### src/rtl/can_rx_sequencer_if.sv
// Bit-stream and decoder-control bundle between bit timing/decoder and can_rx_sequencer.
// Optional stuff_err_cnt is present only when CAN_RX_SEQ_STUFF_CNT_EN is defined.
interface can_rx_sequencer_if;
    logic        bit_valid;
    logic        bit_in;
    logic        crc_freeze;
    logic        destuff_off;
    logic        frame_done;
    logic        dec_sample;
    logic        dec_bit;
    logic [14:0] crc_reg;
    logic        crc_valid;
    logic        stuff_error;
    logic        bus_idle;
    logic [2:0]  seq_state;
`ifdef CAN_RX_SEQ_STUFF_CNT_EN
    logic [7:0]  stuff_err_cnt;
`endif

    modport master (
        output bit_valid, bit_in, crc_freeze, destuff_off, frame_done,
`ifdef CAN_RX_SEQ_STUFF_CNT_EN
        input  stuff_err_cnt,
`endif
        input  dec_sample, dec_bit, crc_reg, crc_valid, stuff_error, bus_idle, seq_state
    );

    modport slave (
        input  bit_valid, bit_in, crc_freeze, destuff_off, frame_done,
`ifdef CAN_RX_SEQ_STUFF_CNT_EN
        output stuff_err_cnt,
`endif
        output dec_sample, dec_bit, crc_reg, crc_valid, stuff_error, bus_idle, seq_state
    );
endinterface

### src/rtl/can_rx_sequencer.sv
// CAN receive front end: bus integration, SOF detect, destuffing and CRC-15 gating.
// Define CAN_RX_SEQ_STUFF_CNT_EN to add the saturating stuff_err_cnt output.
//
// state | meaning
// INTEG | counting recessive bits to integrate onto the bus
// IDLE  | bus idle, waiting for a dominant SOF
// FRAME | destuffing and accumulating CRC
// CRCF  | destuffing continues, CRC frozen
// TAIL  | raw pass-through until the decoder reports frame end
// ERR   | stuff violation seen, one cycle before re-integration
module can_rx_sequencer #(
    parameter int IDLE_BITS = 11,
    parameter int STUFF_LEN = 5
) (
    input  logic              clk,
    input  logic              rst_n,
    can_rx_sequencer_if.slave bus
);
    localparam int IDLE_W = $clog2(IDLE_BITS + 1);
    localparam int RUN_W  = $clog2(STUFF_LEN + 1);

    typedef enum logic [2:0] {
        S_INTEG = 3'd0,
        S_IDLE  = 3'd1,
        S_FRAME = 3'd2,
        S_CRCF  = 3'd3,
        S_TAIL  = 3'd4,
        S_ERR   = 3'd5
    } state_t;

    state_t            r_state;
    logic [IDLE_W-1:0] r_idle_cnt;
    logic [RUN_W-1:0]  r_run;
    logic              r_last;
    logic              r_dec_sample;
    logic              r_dec_bit;
    logic [14:0]       r_crc;
    logic              r_crc_valid;
    logic              r_stuff_error;
    logic              r_bus_idle;
`ifdef CAN_RX_SEQ_STUFF_CNT_EN
    logic [7:0]        r_stuff_err_cnt;
`endif

    logic        w_stuff_slot;
    logic [14:0] w_crc_next;

    function automatic logic [14:0] crc_step(input logic [14:0] c, input logic b);
        logic nxt;
        nxt = b ^ c[14];
        return {c[13:0], 1'b0} ^ (nxt ? 15'h4599 : 15'h0000);
    endfunction

    assign w_stuff_slot = (r_run == RUN_W'(STUFF_LEN));
    assign w_crc_next   = crc_step(r_crc, bus.bit_in);

    always_ff @(posedge clk or negedge rst_n) begin
        if (!rst_n) begin
            r_state         <= S_INTEG;
            r_idle_cnt      <= '0;
            r_run           <= '0;
            r_last          <= 1'b0;
            r_dec_sample    <= 1'b0;
            r_dec_bit       <= 1'b0;
            r_crc           <= '0;
            r_crc_valid     <= 1'b0;
            r_stuff_error   <= 1'b0;
            r_bus_idle      <= 1'b0;
`ifdef CAN_RX_SEQ_STUFF_CNT_EN
            r_stuff_err_cnt <= '0;
`endif
        end else begin
            r_dec_sample  <= 1'b0;
            r_stuff_error <= 1'b0;
            case (r_state)
                S_INTEG: begin
                    if (bus.bit_valid) begin
                        if (!bus.bit_in) begin
                            r_idle_cnt <= '0;
                        end else if (r_idle_cnt == IDLE_W'(IDLE_BITS - 1)) begin
                            r_idle_cnt <= '0;
                            r_bus_idle <= 1'b1;
                            r_state    <= S_IDLE;
                        end else begin
                            r_idle_cnt <= r_idle_cnt + IDLE_W'(1);
                        end
                    end
                end
                S_IDLE: begin
                    if (bus.bit_valid && !bus.bit_in) begin
                        // SOF starts a fresh CRC and counts as the first bit of a run
                        r_crc        <= crc_step(15'h0000, 1'b0);
                        r_dec_sample <= 1'b1;
                        r_dec_bit    <= 1'b0;
                        r_run        <= RUN_W'(1);
                        r_last       <= 1'b0;
                        r_crc_valid  <= 1'b0;
                        r_bus_idle   <= 1'b0;
                        r_state      <= S_FRAME;
                    end
                end
                S_FRAME, S_CRCF: begin
                    if (r_state == S_CRCF && bus.destuff_off) begin
                        r_state <= S_TAIL;
                        if (bus.bit_valid) begin
                            r_dec_sample <= 1'b1;
                            r_dec_bit    <= bus.bit_in;
                        end
                    end else begin
                        if (r_state == S_FRAME && bus.crc_freeze) begin
                            r_crc_valid <= 1'b1;
                            r_state     <= S_CRCF;
                        end
                        if (bus.bit_valid) begin
                            if (w_stuff_slot) begin
                                if (bus.bit_in != r_last) begin
                                    r_run  <= RUN_W'(1);
                                    r_last <= bus.bit_in;
                                end else begin
                                    r_stuff_error <= 1'b1;
                                    r_state       <= S_ERR;
`ifdef CAN_RX_SEQ_STUFF_CNT_EN
                                    if (r_stuff_err_cnt != 8'hFF)
                                        r_stuff_err_cnt <= r_stuff_err_cnt + 8'd1;
`endif
                                end
                            end else begin
                                r_dec_sample <= 1'b1;
                                r_dec_bit    <= bus.bit_in;
                                if (r_state == S_FRAME && !bus.crc_freeze)
                                    r_crc <= w_crc_next;
                                if (bus.bit_in == r_last) begin
                                    r_run <= r_run + RUN_W'(1);
                                end else begin
                                    r_run  <= RUN_W'(1);
                                    r_last <= bus.bit_in;
                                end
                            end
                        end
                    end
                end
                S_TAIL: begin
                    if (bus.bit_valid) begin
                        r_dec_sample <= 1'b1;
                        r_dec_bit    <= bus.bit_in;
                    end
                    if (bus.frame_done)
                        r_state <= S_IDLE;
                end
                S_ERR: begin
                    r_idle_cnt <= '0;
                    r_run      <= '0;
                    r_state    <= S_INTEG;
                end
                default: r_state <= S_INTEG;
            endcase
        end
    end

    assign bus.dec_sample  = r_dec_sample;
    assign bus.dec_bit     = r_dec_bit;
    assign bus.crc_reg     = r_crc;
    assign bus.crc_valid   = r_crc_valid;
    assign bus.stuff_error = r_stuff_error;
    assign bus.bus_idle    = r_bus_idle;
    assign bus.seq_state   = r_state;
`ifdef CAN_RX_SEQ_STUFF_CNT_EN
    assign bus.stuff_err_cnt = r_stuff_err_cnt;
`endif

endmodule

### src/flat_wrapper.sv
// flat-port wrapper written by rule: the top's interface ports become plain ports
module can_rx_sequencer_flat 
#(
    parameter int IDLE_BITS = 11,
    parameter int STUFF_LEN = 5
)
  (clk, rst_n, bus_bit_valid, bus_bit_in, bus_crc_freeze, bus_destuff_off, bus_frame_done, bus_dec_sample, bus_dec_bit, bus_crc_reg, bus_crc_valid, bus_stuff_error, bus_bus_idle, bus_seq_state);
  can_rx_sequencer_if bus_i ();
  input  logic clk;
  input  logic rst_n;
  input wire logic [$bits(bus_i.bit_valid)-1:0] bus_bit_valid;
  input wire logic [$bits(bus_i.bit_in)-1:0] bus_bit_in;
  input wire logic [$bits(bus_i.crc_freeze)-1:0] bus_crc_freeze;
  input wire logic [$bits(bus_i.destuff_off)-1:0] bus_destuff_off;
  input wire logic [$bits(bus_i.frame_done)-1:0] bus_frame_done;
  output wire logic [$bits(bus_i.dec_sample)-1:0] bus_dec_sample;
  output wire logic [$bits(bus_i.dec_bit)-1:0] bus_dec_bit;
  output wire logic [$bits(bus_i.crc_reg)-1:0] bus_crc_reg;
  output wire logic [$bits(bus_i.crc_valid)-1:0] bus_crc_valid;
  output wire logic [$bits(bus_i.stuff_error)-1:0] bus_stuff_error;
  output wire logic [$bits(bus_i.bus_idle)-1:0] bus_bus_idle;
  output wire logic [$bits(bus_i.seq_state)-1:0] bus_seq_state;
  assign bus_i.bit_valid = bus_bit_valid;
  assign bus_i.bit_in = bus_bit_in;
  assign bus_i.crc_freeze = bus_crc_freeze;
  assign bus_i.destuff_off = bus_destuff_off;
  assign bus_i.frame_done = bus_frame_done;
  assign bus_dec_sample = bus_i.dec_sample;
  assign bus_dec_bit = bus_i.dec_bit;
  assign bus_crc_reg = bus_i.crc_reg;
  assign bus_crc_valid = bus_i.crc_valid;
  assign bus_stuff_error = bus_i.stuff_error;
  assign bus_bus_idle = bus_i.bus_idle;
  assign bus_seq_state = bus_i.seq_state;
  can_rx_sequencer #(.IDLE_BITS(IDLE_BITS), .STUFF_LEN(STUFF_LEN)) u_core (.clk(clk), .rst_n(rst_n), .bus(bus_i));
endmodule
### config.mk
export PLATFORM = sky130hd
export DESIGN_NAME = can_rx_sequencer_flat
export DESIGN_NICKNAME = d
export VERILOG_FILES = /design/src/rtl/can_rx_sequencer_if.sv /design/src/rtl/can_rx_sequencer.sv /design/src/flat_wrapper.sv
export SDC_FILE = /design/constraint.sdc
export NUM_CORES = 1
export LEC_CHECK = 0
export ABC_AREA = 0
export CAP_MARGIN = 20
export CORE_MARGIN = 5
export CORE_UTILIZATION = 35
export DETAILED_ROUTE_END_ITERATION = 10
export PLACE_DENSITY = 0.67
export SKIP_LAST_GASP = 1
export SYNTH_ARGS = -nofsm -noshare
export SYNTH_HDL_FRONTEND = slang
export SYNTH_SLANG_ARGS = --single-unit
### constraint.sdc
create_clock -name clk -period 4.9 [get_ports clk]
set_input_delay 0.49 -clock clk [delete_from_list [all_inputs] [get_ports clk]]
set_output_delay 0.49 -clock clk [all_outputs]
set_load 0.02 [all_outputs]
==> impl_metrics.csv, run 1 <==
group,metric,value,unit
clock_tree,cts_tree,"done",
logic_synthesis,async_flop_share,100,%
global_routing,grt_start_max_net_pins,32,
clock_tree,cts_max_level,2,
route,routedWlPerCell,13.3,um
finish,largest_register_ffs,15,
timing,setup_viol,0,
logic_synthesis,ys_seq_area_share,44.8,%
critical_path,crit_path_max_fanout,17,
timing,fin_crit_sh,43.8,%
timing,worstMarginPinSlew,0.704,ns
finish,syn_to_final_growth,24.0,%
min_path,hold_class,"reg2reg",
logic_synthesis,ys_seq_elements,31,
critical_path,cp-end-kind,"output pin",
critical_path,crit_chain,"clkdlybuf4s50_1",
finish,antenna_cells_inserted,0,
logic_synthesis,yosys.area.top_type,"dfrtp_1",
timing,tns,0,ns
floorplanning,die_h,80.3,um
timing,clock.fmax,466,MHz
timing,finalClockSkew,0.00276,ns
route,vias_per_cell,4.92,
critical_path,crit_slowest_cell,"clkdlybuf4s50_1",
critical_path,crit_path_max_incr_delay,0.70,ns
route,drt_wl_total,3740,um
floorplanning,dieArea,6450,sq um
global_routing,antenna_found_initial,0,
logic_synthesis,yosysMostFrequentCell,"nand2_1",
route,drc,0,
finish,final_design_area_no_fill,2150,sq um
run_status,outcome,"complete, no violations",
timing,slew_headroom,53.1,%
critical_path,r2r-start,"u_core.bus.seq_state[2]",
route,ant_nets,0,
placed_design,routabilityCongestion,0.793,
min_path,min_from,"u_core.bus.crc_reg[10]",
placed_design,port_buffers,29,
logic_synthesis,yosys-top-cells-count,"nand2_1 (38), dfrtp_1 (31), o21ai_1 (13), o21ai_0 (10), a21oi_1 (9)",
critical_path,crit_family,"buffers and inverters",
critical_path,start_kind,"flop",
route,drt_iter0_markers,66,
critical_path,path_class,"reg2out",
route,dr.pass1.iters,4,
placed_design,dpl-instance-area,2050,sq um
global_routing,grt_overflow,0,
critical_path,worstPathArrival,1.65,ns
logic_synthesis,synth_cells,186,
clock_tree,cts_resized,0,
critical_path,startpoint,"u_core.bus.seq_state[2]",
clock_tree,cts_buffers,5,
logic_synthesis,synth_area,1730,sq um
timing,grt_setup_unrepaired,"false",
clock_tree,clock_path_buffers,2,
timing,fin_crit,2.14,ns
power,peakVddDrop,0.147,mV
clock_tree,cts_sinks,31,
finish,drive_gt1_share,8.84,%
timing,fin_ws,2.76,ns
finish,fin_nets,225,
power,power_density,310,nW/um^2
logic_synthesis,yosysWarnings,0,
logic_synthesis,syn_avg_cell_area,9.31,sq um
logic_synthesis,synth_edf_count,0,
flow_run,drv_cap,0,
floorplanning,core-area,4750,sq um
timing,final_hold_viol_count,0,
floorplanning,num_rows,25,
logic_synthesis,synth.net_count,197,
critical_path,required,4.41,ns
logic_synthesis,synth_top_area_share,44.8,%
logic_synthesis,ys_types,48,
timing,finalMaxSlewViolations,0,
clock_tree,cts_root_buffer,"clkbuf_8",
route,vias,1388,
clock_tree,clk_pin_slew_worst_paths,0.07,ns
clock_tree,cts_setup_buffers,0,
floorplanning,start_util,36.4,%
placed_design,dpl_worst_slack,2.46,ns
logic_synthesis,yosys-top-cells-area,"dfrtp_1 (45%), nand2_1 (8.2%), o21ai_1 (3.8%)",
clock_tree,hold_buffers,0,
critical_path,path_buf_inv,1,
placed_design,hpwlAfterDp,2700,um
global_routing,first_global_vias,1331,
clock_tree,clk_latency,0.29,ns
floorplanning,die_width,80.3,um
logic_synthesis,synthFlopType,"dfrtp_1",
global_routing,grt_pass1_wl,6380,um
global_routing,grt_usage,12.9,%
finish,fillers,496,
power,power_leakage,0.830,nW
floorplanning,io_pins,30,
## layout by cell type, fill, tap and decap left out, drive strengths merged, types with 3 or more instances in the layout
cell type | Yosys | layout
nand3b | 3 | 3
o21ai | 23 | 23
o31ai | 5 | 5
clkbuf | 1 | 5
a21oi | 10 | 10
xnor2 | 6 | 6
nand2b | 3 | 3
clkdlybuf4s50 | 0 | 29
nor2 | 7 | 7
a31oi | 4 | 4
nand3 | 4 | 4
ha | 4 | 4
inv | 4 | 4
nand2 | 38 | 38
dfrtp | 31 | 31
nor2b | 4 | 4
## final cells by class
class	count	area [sq um]	area share, %
Multi-Input combinational cell	141	878	40.9
Sequential cell	31	776	36.1
Timing Repair Buffer	31	305	14.2
Tap cell	67	83.8	3.90
Clock buffer	5	68.8	3.21
Clock inverter	3	20.0	0.932
Inverter	4	15.0	0.699
## cell families after synthesis
group	share of synthesized area [%]
AO/OA/AOI/OAI	21.7
XOR/XNOR	5.13
adder cells (fa/ha/maj)	2.89
buffers and inverters	4.48
flip-flops	44.8
AND/OR/NAND/NOR	21.0
## power by group
group	leakage, nW	internal (W)	switching [W]
logic	0.363	0.0000678	0.0000835
clock network	0.0402	0.0000986	0.000102
registers	0.427	0.000282	0.0000319
## routing by layer
metal	GRT usage, %	vias up	part of all wire (%)
li1	-	705	-
met1	16.8	656	46
met2	20.0	22	49
met3	4.15	5	4.0
met4	4.56	0	1.6
met5	0	-	0
## final timing paths
check / to / slack [ns] / cells after the start
setup / recovery: bus_seq_state[2] / 2.76 / 1
hold / removal: u_core.bus.crc_reg[10] / 0.51 / 2
setup reg to reg: u_core.bus.crc_reg[8] / 2.94 / 4
hold reg to reg: u_core.bus.crc_reg[10] / 0.51 / 2
max in group asynchronous: u_core.r_idle_cnt[3] / 4.03 / 2
min in group asynchronous: u_core.bus.crc_reg[11] / 0.59 / 2
## through the flow
step / power (W) / util [%] / hold WS [ns] / instances
detailed placement: 0.000471 / 43.1 / 0.507 / 273
floorplan: 0.000421 / - / 0.194 / 186
CTS: 0.000673 / 45.0 / 0.520 / 281
global placement: 0.000469 / 43.1 / 0.494 / 273
global route: 0.000708 / 45.2 / 0.546 / 282
finish: 0.000666 / 45.2 / 0.513 / 282
Note: power is estimated with default switching activity, not from simulation.
==> run 2, diff against run 1 <==
clock period = 2.06 ns   (was 4.9 ns; I/O delays follow)
==> run 2 against run 1 <==
Compared with the run above: highest routed layer unchanged; clock skew about the same; wire length down 0.80%; register-to-register slack worse by 2.7 ns; hold slack worse by 0.20 ns; first-iteration DRC count up 23%; die area unchanged.
==> impl_metrics.csv, run 2 (synthesis results as in run 1) <==
group,metric,value,unit
power,p_comb_share,24.1,%
global_routing,first_global_vias,1321,
finish,largest_register_ffs,15,
timing,finalClockSkew,0.00261,ns
timing,tns,0,ns
global_routing,grt_start_max_net_pins,32,
clock_tree,cts_resized,0,
critical_path,required,2.25,ns
route,drt_wl_total,3710,um
finish,drive_gt1_share,10.0,%
timing,grt_setup_unrepaired,"false",
global_routing,grt_usage,12.9,%
critical_path,r2r-start,"u_core.r_run[0]",
global_routing,grt_overflow,0,
clock_tree,clk_latency,0.28,ns
route,vias_per_cell,4.91,
timing,clock.fmax,538,MHz
power,pwr-share-clk,28.9,%
timing,fin_crit,1.86,ns
route,drt_iter0_markers,81,
clock_tree,cts_sinks,31,
placed_design,port_buffers,29,
finish,stdcell_count,287,
critical_path,crit_path_max_fanout,28,
power,p_switching,0.000496,W
finish,antenna_cells_inserted,0,
critical_path,cp-end-kind,"flop",
placed_design,dp.cells,279,
power,power.total,0.00157,W
route,dr.pass1.iters,4,
critical_path,rrSetupSlack,0.20,ns
floorplanning,io_pins,30,
finish,syn_to_final_growth,25.7,%
timing,finalMaxSlewViolations,0,
clock_tree,cts_max_level,2,
timing,fin_crit_sh,90.1,%
floorplanning,start_util,36.4,%
clock_tree,cts_root_buffer,"clkbuf_8",
floorplanning,die_width,80.3,um
timing,setup_viol,0,
placed_design,routabilityCongestion,0.759,
power,power_leakage,0.857,nW
timing,worstMarginPinSlew,0.697,ns
power,p_sw_share,31.5,%
clock_tree,cts_setup_buffers,0,
timing,final_hold_viol_count,0,
power,seqPwrFrac,46.9,%
placed_design,dpl-instance-area,2100,sq um
min_path,hold_class,"in2async",
floorplanning,dieArea,6450,sq um
run_status,outcome,"complete, no violations",
critical_path,path_class,"reg2reg",
timing,slew_headroom,53.6,%
finish,register_area,776,sq um
global_routing,antenna_found_initial,0,
power,power_density,723,nW/um^2
critical_path,r2r_cells,4,
clock_tree,hold_buffers,0,
finish,final_common_cell,"nand2_1",
route,ant_nets,0,
floorplanning,num_rows,25,
clock_tree,clk_pin_slew_worst_paths,0.06,ns
finish,fin_nets,230,
finish,fillers,464,
power,internal-power,0.00108,W
critical_path,worstPathArrival,2.05,ns
placed_design,hpwlAfterDp,2690,um
route,drc,0,
finish,multi_input_area,878,sq um
floorplanning,core-area,4750,sq um
critical_path,start_kind,"flop",
finish,final_design_area_no_fill,2180,sq um
flow_run,drv_cap,0,
route,vias,1408,
floorplanning,die_h,80.3,um
critical_path,rr_endpoint,"u_core.bus.crc_reg[7]",
clock_tree,clock_path_buffers,2,
clock_tree,cts_tree,"done",
clock_tree,cts_buffers,5,
power,peakVddDrop,0.320,mV
route,routedWlPerCell,12.9,um
global_routing,grt_pass1_wl,6490,um
finish,mostFrequentLayoutCells,"nand2_1 (38), dfrtp_1 (31), clkdlybuf4s50_1 (29)",
-- run 2: layout make-up --
class / instances / share of cell area (%)
multi-input combinational: 141 / 40.3
sequential: 31 / 35.6
timing repair buffer: 36 / 15.7
tap: 67 / 3.85
clock buffer: 7 / 3.51
inverter: 4 / 0.690
clock inverter: 1 / 0.230
-- run 2: per-stage QoR --
| stage | util [%] | worst slack (ns) | hold WS [ns] |
|---|---|---|---|
| detailed placement | 44.1 | 0.126 | 0.503 |
| global placement | 44.1 | 0.195 | 0.496 |
| finish | 45.8 | 0.203 | 0.310 |
| global route | 45.8 | 0.0388 | 0.342 |
| CTS | 45.8 | 0.156 | 0.324 |
| floorplan | - | 0.447 | -0.0896 |
-- run 2: power by group through the flow --
stage          Clock, W  Sequential [W]  Combinational (W)
6_report       0.000456        0.000739           0.000380
5_1_grt        0.000502        0.000749           0.000425
4_1_cts        0.000472        0.000739           0.000383
3_5_place_dp          0        0.000750           0.000382
3_3_place_gp          0        0.000748           0.000379
2_1_floorplan         0        0.000759           0.000242
-- run 2: critical path, cell delays in order, from the launching register on --
cell	delay (ns)
dfrtp_1	0.41
ha_1	0.25
a211oi_2	0.41
o221ai_4	0.36
o31ai_1	0.32
-- run 2: worst max path at each step --
stage	start	endpoint	slack, ns	depth (start not counted)
after CTS	u_core.r_run[0]	u_core.bus.crc_reg[7]	0.16	4
after detailed placement	bus_bit_in	u_core.bus.crc_reg[5]	0.13	4
after global routing	u_core.r_run[0]	u_core.bus.crc_reg[7]	0.04	4
final	u_core.r_run[0]	u_core.bus.crc_reg[7]	0.20	4
after global placement	bus_bit_in	u_core.bus.crc_reg[7]	0.20	4
after floorplan	u_core.r_run[0]	u_core.bus.crc_reg[3]	0.45	6
-- run 2: routing by layer --
| metal | share of wire, % | track usage, % | wire length, um |
|---|---|---|---|
| met2 | 47 | 19.2 | 1730 |
| met5 | 0 | 0 | 0 |
| met4 | 1.8 | 5.07 | 68 |
| met1 | 49 | 17.7 | 1810 |
| met3 | 2.7 | 3.36 | 100 |
